File: config.mk
export PLATFORM = sky130hd
export DESIGN_NAME = string_escape_decoder
export DESIGN_NICKNAME = d
export VERILOG_FILES = /design/src/rtl/string_esc_pkg.sv /design/src/rtl/esc_out_stage.sv /design/src/rtl/string_escape_decoder.sv
export SDC_FILE = /design/constraint.sdc
export NUM_CORES = 1
export LEC_CHECK = 0
export CAP_MARGIN = 20
export CORE_ASPECT_RATIO = 1.4
export CORE_UTILIZATION = 53
export DETAILED_ROUTE_END_ITERATION = 7
export GPL_TIMING_DRIVEN = 0
export PLACE_DENSITY = 0.79
export RECOVER_POWER = 25
export SLEW_MARGIN = 20
export SYNTH_ARGS = -nofsm -noshare
export SYNTH_HDL_FRONTEND = slang
export SYNTH_HIERARCHICAL = 1
export SYNTH_SLANG_ARGS = --single-unit
export TNS_END_PERCENT = 30
File: constraint.sdc
create_clock -name clk -period 2.5 [get_ports clk]
set_input_delay 0.25 -clock clk [delete_from_list [all_inputs] [get_ports clk]]
set_output_delay 0.25 -clock clk [all_outputs]
set_load 0.02 [all_outputs]
File: src/rtl/string_esc_pkg.sv
// Shared types and character constants for the escaped-string decoder.
package string_esc_pkg;

  typedef enum logic [1:0] {
    NORM = 2'd0,
    ESC  = 2'd1,
    OCT1 = 2'd2,
    OCT2 = 2'd3
  } esc_state_t;

  localparam logic [7:0] CH_BSLASH = 8'h5C;
  localparam logic [7:0] CH_QUOTE  = 8'h22;
  localparam logic [7:0] CH_N      = 8'h6E;
  localparam logic [7:0] CH_T      = 8'h74;
  localparam logic [7:0] CH_LF     = 8'h0A;
  localparam logic [7:0] CH_TAB    = 8'h09;

  // '0'..'7' are 0x30..0x37
  function automatic logic is_octal(input logic [7:0] c);
    return c[7:3] == 5'b00110;
  endfunction

endpackage

File: src/rtl/esc_out_stage.sv
// One-entry registered output slot; loads when empty or draining this cycle.
// Data and last stay stable while out_valid is high and out_ready is low.
module esc_out_stage (
  input  logic       clk,
  input  logic       rst,
  input  logic       load,
  input  logic [7:0] load_data,
  input  logic       load_last,
  output logic       can_load,
  output logic       out_valid,
  input  logic       out_ready,
  output logic [7:0] out_data,
  output logic       out_last
);

  assign can_load = !out_valid || out_ready;

  always_ff @(posedge clk) begin
    if (rst) begin
      out_valid <= 1'b0;
      out_data  <= 8'h00;
      out_last  <= 1'b0;
    end else if (load) begin
      out_valid <= 1'b1;
      out_data  <= load_data;
      out_last  <= load_last;
    end else if (out_ready) begin
      out_valid <= 1'b0;
    end
  end

endmodule

File: src/rtl/string_escape_decoder.sv
// Streaming decoder of escaped string literals, one char in / one byte out, 1-cycle latency,
// stalls input while the output slot is full. Octal escapes only when OCTAL_ESC_EN is defined.
module string_escape_decoder
  import string_esc_pkg::*;
#(
  parameter int CNT_W      = 8,
  parameter bit ERR_STICKY = 1'b0
) (
  input  logic             clk,
  input  logic             rst,
  input  logic             in_valid,
  output logic             in_ready,
  input  logic [7:0]       in_data,
  input  logic             in_last,
  output logic             out_valid,
  input  logic             out_ready,
  output logic [7:0]       out_data,
  output logic             out_last,
  output logic             err_flag,
  output logic [CNT_W-1:0] err_cnt
);

  esc_state_t state_q, state_d;
  logic [5:0] acc_q, acc_d;   // at most two octal digits are ever held
  logic [8:0] acc_next;
  logic       stage_can, can_load, go, hold;
  logic       emit, emit_last, bad;
  logic [7:0] emit_data;

  assign can_load = !rst && stage_can;
  assign go       = in_valid && can_load;
  assign in_ready = can_load && !hold;

  always_ff @(posedge clk) begin
    if (rst) begin
      state_q <= NORM;
      acc_q   <= 6'd0;
    end else begin
      state_q <= state_d;
      acc_q   <= acc_d;
    end
  end

  always_comb begin
    state_d   = state_q;
    acc_d     = acc_q;
    emit      = 1'b0;
    emit_data = in_data;
    emit_last = in_last;
    bad       = 1'b0;
    hold      = 1'b0;
    acc_next  = {acc_q, 3'b000} + {6'd0, in_data[2:0]};
    if (in_valid) begin
      unique case (state_q)
        NORM: begin
          if (in_data == CH_BSLASH && !in_last) begin
            state_d = ESC;
          end else begin
            // a trailing backslash is passed through but flagged
            emit = 1'b1;
            bad  = (in_data == CH_BSLASH);
          end
        end
        ESC: begin
          state_d = NORM;
          emit    = 1'b1;
          if (in_data == CH_N) begin
            emit_data = CH_LF;
          end else if (in_data == CH_T) begin
            emit_data = CH_TAB;
          end else if (in_data == CH_BSLASH || in_data == CH_QUOTE) begin
            emit_data = in_data;
`ifdef OCTAL_ESC_EN
          end else if (is_octal(in_data)) begin
            emit_data = {5'd0, in_data[2:0]};
            if (!in_last) begin
              emit    = 1'b0;
              state_d = OCT1;
              acc_d   = {3'd0, in_data[2:0]};
            end
`endif
          end else begin
            bad = 1'b1;
          end
        end
        OCT1, OCT2: begin
          state_d = NORM;
          acc_d   = 6'd0;
          emit    = 1'b1;
          if (!is_octal(in_data)) begin
            // flush the pending value; the char is replayed from NORM next cycle
            hold      = 1'b1;
            emit_data = {2'b00, acc_q};
            emit_last = 1'b0;
          end else begin
            emit_data = acc_next[7:0];
            if (state_q == OCT2) begin
              bad = acc_next[8];
            end else if (!in_last) begin
              emit    = 1'b0;
              state_d = OCT2;
              acc_d   = acc_next[5:0];
            end
          end
        end
        default: state_d = NORM;
      endcase
    end
    if (!go) begin
      state_d = state_q;
      acc_d   = acc_q;
      emit    = 1'b0;
      bad     = 1'b0;
    end
  end

  esc_out_stage u_out (
    .clk       (clk),
    .rst       (rst),
    .load      (emit),
    .load_data (emit_data),
    .load_last (emit_last),
    .can_load  (stage_can),
    .out_valid (out_valid),
    .out_ready (out_ready),
    .out_data  (out_data),
    .out_last  (out_last)
  );

  always_ff @(posedge clk) begin
    if (rst) begin
      err_flag <= 1'b0;
      err_cnt  <= '0;
    end else begin
      err_flag <= ERR_STICKY ? (err_flag || bad) : bad;
      if (bad && (err_cnt != {CNT_W{1'b1}}))
        err_cnt <= err_cnt + CNT_W'(1);
    end
  end

endmodule
==> results.json, run 1 <==
{
  "top_usage_layer": "met2",
  "worst_clock_skew_ps": 4.15,
  "wl_um": 3460,
  "hp-class": "primary input to flop",
  "total_power_mw": 0.736,
  "cts_made_buffers": 3,
  "ys_top_cells_by_count": "dfxtp_1 (27), nor2_1 (25), mux2i_1 (15)",
  "fin_crit_ps": 2310,
  "fp.dieH_um": 64.7,
  "ios": 33,
  "antenna_found_initial": 0,
  "finalHoldViolCount": 0,
  "fin_cells": 243,
  "rsz0062_at_grt": "no",
  "outcome": "finished, final reports clean",
  "critPathLaunchType": "flop",
  "synthSimpleGateAreaFrac": 0.284,
  "finalSetupTns_ps": 0,
  "first_pass_iters": 4,
  "period_share": 0.922,
  "yosysWarnings": 6,
  "synth_top_family_by_area": "simple AND/OR/NAND/NOR gates",
  "clkSinkCount": 27,
  "drt_drc_violations_left": 0,
  "antenna_left": 0,
  "ys_ff_latch": 27,
  "synthMuxAreaShare": 0.108,
  "drive_above_1_share": 0.0725,
  "hold_slack_ps": 217,
  "cap_viol_max_count": 0,
  "use_met1": 0.271,
  "slowest_delay_ps": 410,
  "worst_ep_arrival_time_ps": 2060,
  "path_max_fanout": 10,
  "fillCellCount": 232,
  "start_util": 0.563,
  "grt_util_met3": 0.0251,
  "grt_use_met2": 0.470,
  "routabilityCongestion": 0.910,
  "grt_pass1_vias": 1283,
  "synth_area_um2": 1490,
  "synth_xor_area_frac": 0,
  "cts-htree-levels": 1,
  "syn_area_per_cell_um2": 8.61,
  "design.core.area_um2": 2640,
  "place_area_um2": 1830,
  "clk_latency_ps": 320,
  "port_buffers": 30,
  "path_cells": "clkbuf_1 -> nand2_1 -> nor2_1 -> nor3b_1 -> dlygate4sd2_1",
  "crit_type": "flop to output pin",
  "cts_setup_buffers": 0,
  "dp_cells": 239,
  "setup_viol": 0,
  "max_freq_mhz": 434,
  "clock-root-buffer": "clkbuf_4",
  "syn_inst": 173,
  "endpoint_kind": "output pin",
  "ys_seq_area_frac": 0.363,
  "clkSlewWorstSetupHoldPaths_ps": 130,
  "cts_buffer_depth": 2,
  "die_w_um": 46.8,
  "drt_iter0_markers": 67,
  "synth.distinct_cells": 45,
  "synth_compound_area_frac": 0.182,
  "grt_util_all_layers": 0.247,
  "grt_pass1_wl_um": 5590,
  "overflow": 0,
  "drv_slew": 0,
  "num_vias": 1431,
  "stdcell_area_um2": 1860,
  "ys.flop_type": "dfxtp_1",
  "num_antenna_cells": 0,
  "tightestPinTransition_ps": 543,
  "netlist.area_leader.share": 0.363,
  "wire_per_inst_um": 14.2,
  "num_rows": 22,
  "leakage_nw": 0.677,
  "viasPerCell": 5.89,
  "cts_tree": "yes",
  "area_delta_synth_final_pct": 24.9,
  "syn_nets": 187,
  "synth_area_leader_cell": "dfxtp_1",
  "cp_slowest_cell": "dfxtp_1",
  "hpwlAfterDp_um": 2730,
  "synthArstFlopShare": 0,
  "crit_required_ps": 2250,
  "max-vdd-ir-drop_v": 0.000296,
  "power_density_nw_per_um2": 396,
  "grt_max_degree": 15,
  "synth_area_leaders": "dfxtp_1 (36%), mux2i_1 (10%), nor2_1 (6.3%)",
  "nets": 222,
  "yosysMostFrequentCell": "dfxtp_1",
  "relSlewSlack": 0.635,
  "synth-adder-area-share": 0.00840,
  "synth_edf_count": 0,
  "dieArea_um2": 3030
}
-- cells by family after synthesis --
kind of cell / after synthesis
compound gates: 39
fa+ha+maj: 1
buf+inv: 17
flops: 27
mux: 16
simple gates: 73
-- sequential cells by signal, summed over array words and instances, names as in the netlist --
| name | cells |
|---|---|
| acc_q | 6 |
| err_cnt | 8 |
| err_flag | 1 |
| state_q | 2 |
| u_out/out_data | 8 |
| u_out/out_last | 1 |
| u_out/out_valid | 1 |
-- critical path: cells and delay by family, from the launching register on --
| family | cells | cell delay (ps) |
|---|---|---|
| buffers and inverters | 2 | 690 |
| AND/OR/NAND/NOR | 3 | 640 |
| flip-flops | 1 | 410 |
-- per-stage QoR --
| step | utilization | worst slack (ps) |
|---|---|---|
| floorplan | - | 760 |
| global placement | 0.694 | -18.3 |
| detailed placement | 0.694 | -23.2 |
| CTS | 0.704 | 232 |
| global route | 0.704 | 77.6 |
| finish | 0.704 | 194 |
-- power breakdown --
group	internal, mW	switching, mW	total (mW)
sequential	0.438	0.00386	0.442
combinational	0.0539	0.0580	0.112
clock	0.0624	0.119	0.181
total	0.555	0.181	0.736
-- cell type report --
class                      instances  area [µm²]  share of cell area
clock buffer                       4        26.3              0.0141
timing repair buffer              30         299               0.161
sequential                        27         541               0.291
tap                               36        45.0              0.0242
buffer                            10        53.8              0.0289
inverter                           7        26.3              0.0141
multi-input combinational        129         868               0.467
-- metal layers --
layer  share of wire  vias to the layer above
li1                -                      699
met1            0.38                      670
met2            0.56                       49
met3           0.038                       13
met4           0.019                        0
met5               0                        -
-- final timing paths --
| path | cells past startpoint | from | to | slack (ps) |
|---|---|---|---|---|
| worst max-delay path | 5 | state_q[1] | in_ready | 190 |
| worst min-delay path | 2 | rst | u_out/out_valid | 220 |
| worst max register to register | 6 | state_q[1] | u_out/out_data[1] | 520 |
| worst min register to register | 2 | u_out/out_data[6] | u_out/out_data[6] | 510 |
-- cells in the final DEF, fill, tap and decap left out, types with 3 or more instances in the layout --
| cell | synthesis | routed |
|---|---|---|
| inv_1 | 6 | 6 |
| clkbuf_4 | 0 | 3 |
| or3_1 | 3 | 3 |
| a21oi_1 | 10 | 10 |
| o21ai_0 | 4 | 4 |
| clkdlybuf4s50_1 | 0 | 19 |
| dlygate4sd3_1 | 0 | 10 |
| nand3_1 | 8 | 8 |
| dfxtp_1 | 27 | 27 |
| nor2b_1 | 3 | 3 |
| a22oi_1 | 6 | 6 |
| nand2_1 | 10 | 10 |
| mux2i_1 | 15 | 15 |
| nand2b_1 | 5 | 5 |
| nor2_1 | 25 | 25 |
| clkbuf_1 | 7 | 8 |
| o2bb2ai_1 | 3 | 3 |
-- repair_timing --
action | in CTS | in global routing
setup endpoints to repair | 1 | 0
hold buffers | 0 | 0
gates resized for setup | 1 | 0
Note: power is estimated with default switching activity, not from simulation.
==> run 2, diff against run 1 <==
--- a/config.mk
+++ b/config.mk
@@ -8,6 +8,7 @@
 export CAP_MARGIN = 20
 export CORE_ASPECT_RATIO = 1.4
 export CORE_UTILIZATION = 53
+export CTS_CLUSTER_DIAMETER = 60
 export DETAILED_ROUTE_END_ITERATION = 7
 export GPL_TIMING_DRIVEN = 0
 export PLACE_DENSITY = 0.79
==> results of run 2 <==
The final DEF is identical to that of run 1; final timing and power are the same.
==> run 3, diff against run 2 <==
--- a/config.mk
+++ b/config.mk
@@ -7,6 +7,7 @@
 export LEC_CHECK = 0
 export CAP_MARGIN = 20
 export CORE_ASPECT_RATIO = 1.4
+export CORE_MARGIN = 2
 export CORE_UTILIZATION = 53
 export CTS_CLUSTER_DIAMETER = 60
 export DETAILED_ROUTE_END_ITERATION = 7
@@ -18,4 +19,3 @@
 export SYNTH_HDL_FRONTEND = slang
 export SYNTH_HIERARCHICAL = 1
 export SYNTH_SLANG_ARGS = --single-unit
-export TNS_END_PERCENT = 30
==> results.json, run 3 (synthesis results as in run 1) <==
{
  "path_cells": "clkbuf_1 -> nand2_1 -> nor2_1 -> nor3b_1 -> dlygate4sd2_1",
  "antenna_found_initial": 0,
  "r2r_slack_ps": 530,
  "clkSlewWorstSetupHoldPaths_ps": 140,
  "p_comb_frac": 0.153,
  "layout_common_cells": "dfxtp_1 (27), nor2_1 (25), clkdlybuf4s50_1 (19), mux2i_1 (15)",
  "grt_util_all_layers": 0.237,
  "wire_per_inst_um": 14.8,
  "wl_um": 3590,
  "drv_slew": 0,
  "dp_cells": 239,
  "clock-root-buffer": "clkbuf_4",
  "cts_tree": "yes",
  "path_delay_family": "buffers and inverters",
  "wl_met1_um": 1360,
  "tightestPinTransition_ps": 581,
  "num_antenna_cells": 0,
  "endpoint_kind": "output pin",
  "leakage_nw": 0.680,
  "rsz0062_at_grt": "no",
  "top_regs": "err_cnt: 8 flops, u_out/out_data: 8 flops, acc_q: 6 flops",
  "nets": 222,
  "cts_buffer_depth": 2,
  "setup_ws_ps": 216,
  "top_layer_used": "met4",
  "max_freq_mhz": 438,
  "place_ws_ps": -45.2,
  "cts_made_buffers": 3,
  "cts_resized": 1,
  "routabilityCongestion": 0.917,
  "grt_pass1_wl_um": 6060,
  "dieArea_um2": 3260,
  "wl_met3_um": 139,
  "critPathLaunchType": "flop",
  "cts_hold_buf": 0,
  "total_power_mw": 0.738,
  "place_area_um2": 1830,
  "fillCellCount": 234,
  "layout_commonest_cell": "dfxtp_1",
  "worst_ep_arrival_time_ps": 2030,
  "reg2reg_from": "state_q[1]",
  "first_pass_iters": 4,
  "relSlewSlack": 0.610,
  "die_w_um": 48.8,
  "max-vdd-ir-drop_v": 0.000422,
  "antenna_left": 0,
  "clk_latency_ps": 320,
  "cts_setup_buffers": 0,
  "fin_crit_ps": 2280,
  "hpwlAfterDp_um": 2850,
  "stdcell_area_um2": 1860,
  "path_max_fanout": 10,
  "worst_clock_skew_ps": 1.75,
  "hold_slack_ps": 201,
  "period_share": 0.914,
  "hp-start": "rst",
  "ios": 33,
  "start_util": 0.563,
  "finalHoldViolCount": 0,
  "fp.dieH_um": 66.7,
  "wl_met2_um": 2010,
  "num_rows": 22,
  "slowest_delay_ps": 410,
  "clkSinkCount": 27,
  "drt_iter0_markers": 32,
  "drt_drc_violations_left": 0,
  "area_delta_synth_final_pct": 25.0,
  "crit_required_ps": 2250,
  "cp-startpoint": "state_q[1]",
  "num_vias": 1404,
  "p_int_mw": 0.552,
  "switching_share": 0.252,
  "p_seq_frac": 0.599,
  "cts-htree-levels": 1,
  "viasPerCell": 5.78,
  "grt_max_degree": 16,
  "path_buf_inv": 2,
  "cap_viol_max_count": 0,
  "fin_cells": 243,
  "design.core.area_um2": 2640,
  "port_buffers": 30,
  "drive_above_1_share": 0.0773,
  "switching_power_mw": 0.186,
  "power.clock.fraction": 0.248,
  "grt_pass1_vias": 1407,
  "crit_type": "flop to output pin",
  "cp_slowest_cell": "dfxtp_1",
  "outcome": "finished, final reports clean",
  "overflow": 0,
  "hp-class": "primary input to flop",
  "setup_viol": 0,
  "power_density_nw_per_um2": 397
}
==> run 3: cell types whose count changed in the layout (fill, tap and decap cells not counted) <==
cell | before | now
clkinv_2 | 0 | 1
clkbuf_1 | 8 | 7
==> run 3: power groups by stage <==
| stage | combinational, mW | clock [mW] | sequential (mW) |
|---|---|---|---|
| final | 0.113 | 0.183 | 0.442 |
| after global routing | 0.121 | 0.205 | 0.444 |
| after CTS | 0.116 | 0.187 | 0.443 |
| after detailed placement | 0.116 | 0 | 0.452 |
| after global placement | 0.114 | 0 | 0.452 |
| after floorplan | 0.0516 | 0 | 0.462 |
==> run 3: per-stage QoR <==
stage | util | setup TNS, ps
after CTS | 0.704 | 0
after global placement | 0.694 | 0
final | 0.704 | 0
after global routing | 0.704 | 0
after floorplan | - | 0
after detailed placement | 0.694 | -45.2
==> run 3: final cells by class <==
class | count | area [µm²] | area share
Clock inverter | 1 | 5.00 | 0.00269
Inverter | 7 | 26.3 | 0.0141
Clock buffer | 3 | 22.5 | 0.0121
Tap cell | 36 | 45.0 | 0.0242
Buffer | 10 | 53.8 | 0.0289
Sequential cell | 27 | 541 | 0.291
Multi-Input combinational cell | 129 | 868 | 0.467
Timing Repair Buffer | 30 | 299 | 0.161
==> run 3: worst paths after layout <==
| path | end | cells after the start |
|---|---|---|
| worst max register to register | u_out/out_data[1] | 6 |
| worst min-delay path | u_out/out_valid | 2 |
| worst max-delay path | in_ready | 5 |
| worst min register to register | u_out/out_data[0] | 2 |
==> run 3: metal layers <==
metal,up-vias,global-route usage
li1,692,-
met1,666,0.232
met2,40,0.483
met3,6,0.0269
met4,0,0.118
met5,-,0
==> run 3: worst register-to-register path, stage by stage (launching register included) <==
cell,delay [ps]
dfxtp_1,410
clkbuf_1,350
nand2_1,220
nor2_1,300
mux2_2,370
mux2i_1,160
nor2_1,60
